`src/rtl/program_counter.sv`:
```
// Program counter: a single WIDTH-bit register that loads a jump target,
// increments by one, or holds. Priority is reset, then load, then increment.
module program_counter #(
  parameter int unsigned           WIDTH        = 12,
  parameter logic [WIDTH-1:0]      RESET_VECTOR = '0
) (
  input  logic             clk,
  input  logic             rst_n,
  input  logic             loadPC,
  input  logic             incPC,
  input  logic [WIDTH-1:0] address,
  output logic [WIDTH-1:0] execadd
);

  localparam int unsigned PC_W = WIDTH;

  logic [PC_W-1:0] pc_next_c;

  // Next-PC selection; the increment wraps naturally at 2^WIDTH.
  always_comb begin
    pc_next_c = execadd;
    if (loadPC) begin
      pc_next_c = address;
    end else if (incPC) begin
      pc_next_c = execadd + PC_W'(1);
    end
  end

  always_ff @(posedge clk or negedge rst_n) begin
    if (!rst_n) begin
      execadd <= RESET_VECTOR;
    end else begin
      execadd <= pc_next_c;
    end
  end

endmodule

```
`config.mk`:
```
export PLATFORM = sky130hd
export DESIGN_NAME = program_counter
export DESIGN_NICKNAME = d
export VERILOG_FILES = /design/src/rtl/program_counter.sv
export SDC_FILE = /design/constraint.sdc
export NUM_CORES = 1
export LEC_CHECK = 0
export BUFFER_PORTS_ARGS = -buffer_cell sky130_fd_sc_hd__buf_2
export CAP_MARGIN = 25
export CORE_UTILIZATION = 41
export DETAILED_ROUTE_END_ITERATION = 10
export PLACE_DENSITY = 0.79
export SLEW_MARGIN = 20
export SYNTH_ARGS = -nofsm -noshare
export SYNTH_HDL_FRONTEND = slang
export SYNTH_SLANG_ARGS = --single-unit
```
`constraint.sdc`:
```
create_clock -name clk -period 1.4 [get_ports clk]
set_input_delay 0.07 -clock clk [delete_from_list [all_inputs] [get_ports clk]]
set_output_delay 0.07 -clock clk [all_outputs]
set_load 0.01 [all_outputs]
```
==> results_tabular.tex <==
\begin{tabular}{lr}
\hline
Metric & Value \\
\hline
\multicolumn{2}{l}{\textbf{CTS}} \\
\# clock sinks & 12 \\
Bufs on Longest Clock Path & 2 \\
CTS tree & built \\
Cts bufs inserted & 3 \\
Clock transition at the register clock pins on the worst setup and hold paths after CTS & 0.08 ns \\
CTS H-tree depth & 1 \\
Clock latency reported for the late side of the worst-skew pair & 0.28 ns \\
Buffer cell driving the clock tree root & clkbuf\_4 \\
\multicolumn{2}{l}{\textbf{Logic synthesis}} \\
Cell count after synthesis & 72 \\
Most frequent cell after synthesis & dfrtp\_1 \\
Number of nets in the synthesized netlist & 89 \\
Top cell types by occurrence after synthesis & dfrtp\_1 (12), nand2\_1 (9), or4\_1 (6) \\
Number of warning messages in the yosys log & 0 \\
Count of different cell masters after synthesis & 21 \\
Seq/Total Area, Yosys & 0.447 \\
Top-area cell type share of the netlist area & 0.447 \\
Number of enable flip-flop cells after synthesis & 0 \\
Largest cells by area after synthesis & dfrtp\_1 (45\%), or4\_1 (6.7\%), nand2\_1 (5.0\%), o31ai\_1 (4.5\%), xor2\_1 (3.9\%) \\
Library cell occupying the most area in the post-synthesis netlist & dfrtp\_1 \\
Post-Synthesis Mean Instance Area & 9.33 um\^{}2 \\
Top flip-flop cell by instance count after synthesis & dfrtp\_1 \\
Register bit total from synthesis & 12 \\
Summed instance area of the synthesized netlist & 672 um\^{}2 \\
Async set or reset register ratio after synthesis & 1.00 \\
\multicolumn{2}{l}{\textbf{Final layout}} \\
Largest registers & execadd x12 \\
Growth of design area from synthesis to finish & 55.5\% \\
Number of inserted diodes & 0 \\
Total number of nets in the final design & 137 \\
Most flop-heavy register & execadd \\
Fraction of final layout cells sized beyond drive strength 1 & 0.471 \\
Number of inserted filler cells in the final layout & 131 \\
Number of flip-flops under the largest register name & 12 \\
Layout Cells excl Fill & 135 \\
\multicolumn{2}{l}{\textbf{Timing}} \\
Total negative slack & 0 ns \\
Period utilization & 0.997 \\
Post-route clock skew & 0.00824 ns \\
Final hold violation count & 1 \\
Worst rel slew slack & 0.819 \\
Achievable Freq & 716 MHz \\
Final-report max-slew violation count & 0 \\
Hold Slack & -0.00658 ns \\
Setup violation total in the final timing report & 0 \\
Slew at the pin closest to its max-slew limit & 0.272 ns \\
Worst path setup slack after routing & 0.00369 ns \\
Final critical delay including setup and external delays & 1.40 ns \\
\multicolumn{2}{l}{\textbf{Hold path}} \\
Worst hold-check path type & input port to flop \\
Beginning of the worst hold path & address[0] \\
\multicolumn{2}{l}{\textbf{Drt}} \\
Number of DRC markers in iteration 0 & 20 \\
Antenna Violating Nets Remaining & 0 \\
Average wire per standard cell & 13.9 um \\
Number of detailed-routing iterations run before antenna repair & 4 \\
Via total after detailed routing & 778 \\
Mean number of vias per cell & 5.76 \\
Wire length reported by the detailed router & 1.88 mm \\
Number of remaining DRC errors & 0 \\
\multicolumn{2}{l}{\textbf{Pwr}} \\
Peak supply drop & 0.596 mV \\
Pwr/cell area & 913 nW/um\^{}2 \\
Leakage dissipation & 0.475 nW \\
Overall Power & 0.954 mW \\
\multicolumn{2}{l}{\textbf{Outcome}} \\
Failing checks & negative hold slack \\
Run status & finished, violations left \\
\multicolumn{2}{l}{\textbf{Critical path}} \\
Sum of buffers and inverters on the critical path & 1 \\
Crit start category & flop \\
Critical Path Start & execadd[8] \\
Critical Path Slowest Stage Cell & or4\_4 \\
Largest incremental delay on the critical path & 0.52 ns \\
Cells along the critical path & buf\_4 > nand3\_1 > or4\_4 > a31oi\_1 \\
Crit path arrival time & 1.60 ns \\
Startpoint of the worst-slack reg-to-reg timing path & execadd[8] \\
Endpoint type of the worst setup path & flop \\
Max Fanout on Critical Path & 5 \\
Worst setup path class & flop to flop \\
Crit path max-delay family & simple AND/OR/NAND/NOR gates \\
Required time at the endpoint of the critical path & 1.60 ns \\
\multicolumn{2}{l}{\textbf{Floorplanning}} \\
Die width & 42.5 um \\
Initial Utilization & 0.441 \\
Die Footprint & 1800 um\^{}2 \\
Die span in y & 42.5 um \\
Row cnt & 14 \\
IO Count & 28 \\
Placeable core area & 1520 um\^{}2 \\
\multicolumn{2}{l}{\textbf{GRT}} \\
Vias in the first global route & 647 \\
GR Overflow Total & 0 \\
Antenna violations before repair & 0 \\
GR Util All Layers & 0.202 \\
Pin count of the biggest net entering global routing & 18 \\
Wire length of the first global-routing pass & 2.78 mm \\
\multicolumn{2}{l}{\textbf{Run}} \\
Max Cap Violations & 0 \\
\multicolumn{2}{l}{\textbf{Placed design}} \\
DP Cell Count & 117 \\
Weighted congestion at the end of routability-driven global placement & 0.730 \\
Port buffer count & 27 \\
Worst setup timing slack at the placement stage & 0.0135 ns \\
Final HPWL from detailed placement & 1.18 mm \\
\hline
\end{tabular}
-- area by class of cell --
cell class / count / area, um^2 / area share
multi-input combinational: 54 / 387 / 0.370
clock buffer: 4 / 26.3 / 0.0251
timing repair buffer: 47 / 298 / 0.285
inverter: 2 / 7.51 / 0.00719
tap: 16 / 20.0 / 0.0192
sequential: 12 / 307 / 0.293
-- layer usage --
layer	wire [um]	track usage	share of wire	vias up
met2	929	0.348	0.49	34
met1	835	0.264	0.44	369
met4	27	0.0750	0.014	0
li1	-	-	-	370
met5	0	0	0	-
met3	89	0.0129	0.047	5
-- cells in the final DEF, fill, tap and decap left out --
master / instances
a221o_1: 1
a31oi_1: 4
buf_2: 27
buf_4: 15
clkbuf_1: 1
clkbuf_4: 3
dfrtp_1: 7
dfrtp_2: 5
dlygate4sd3_1: 5
ha_4: 1
inv_1: 2
mux2i_1: 1
nand2_1: 8
nand2_4: 1
nand3_1: 4
nand3_2: 1
nand4_1: 4
nand4_4: 1
nor2_1: 5
nor3_1: 1
o211ai_1: 2
o21ai_0: 5
o311a_4: 1
o31ai_1: 4
or4_1: 5
or4_4: 1
xnor2_1: 1
xor2_1: 3
-- power breakdown --
part	switching, mW	internal (mW)
combinational	0.134	0.148
sequential	0.0510	0.385
clock	0.125	0.111
-- path summary, 6_finish.rpt --
path | end | cells after the start | slack [ns]
setup / recovery | execadd[9] | 4 | 0.004
hold / removal | execadd[0] | 3 | -0.007
setup reg to reg | execadd[9] | 4 | 0.004
hold reg to reg | execadd[11] | 2 | 0.58
max in group asynchronous | execadd[6] | 2 | 0.97
min in group asynchronous | execadd[5] | 2 | 0.18
-- kinds of logic after synthesis --
logic type | Yosys count | synth area share
AND/OR/NAND/NOR | 31 | 0.259
AO/OA/AOI/OAI | 17 | 0.173
flip-flops | 12 | 0.447
buffers and inverters | 6 | 0.0354
XOR/XNOR | 4 | 0.0522
multiplexers | 1 | 0.0149
adder cells (fa/ha/maj) | 1 | 0.0186
-- per-stage QoR --
stage	util	area, um^2
2_1_floorplan	-	693
3_3_place_gp	0.576	877
3_5_place_dp	0.576	877
4_1_cts	0.636	970
5_1_grt	0.686	1040
6_report	0.686	1040
-- tightest hold or removal path, cell delays in order --
cell and delay [ns]:
buf_2 0.07, nand2_1 0.04, o21ai_0 0.06
-- timing repair --
action                                 CTS  global route
pin swaps                                1             6
hold buffers                             5             0
gates resized for setup                  1             6
setup buffers                            2             7
setup endpoints to repair                2             6
endpoints found under the hold margin   16             0
(Power assumes the default switching activity.)
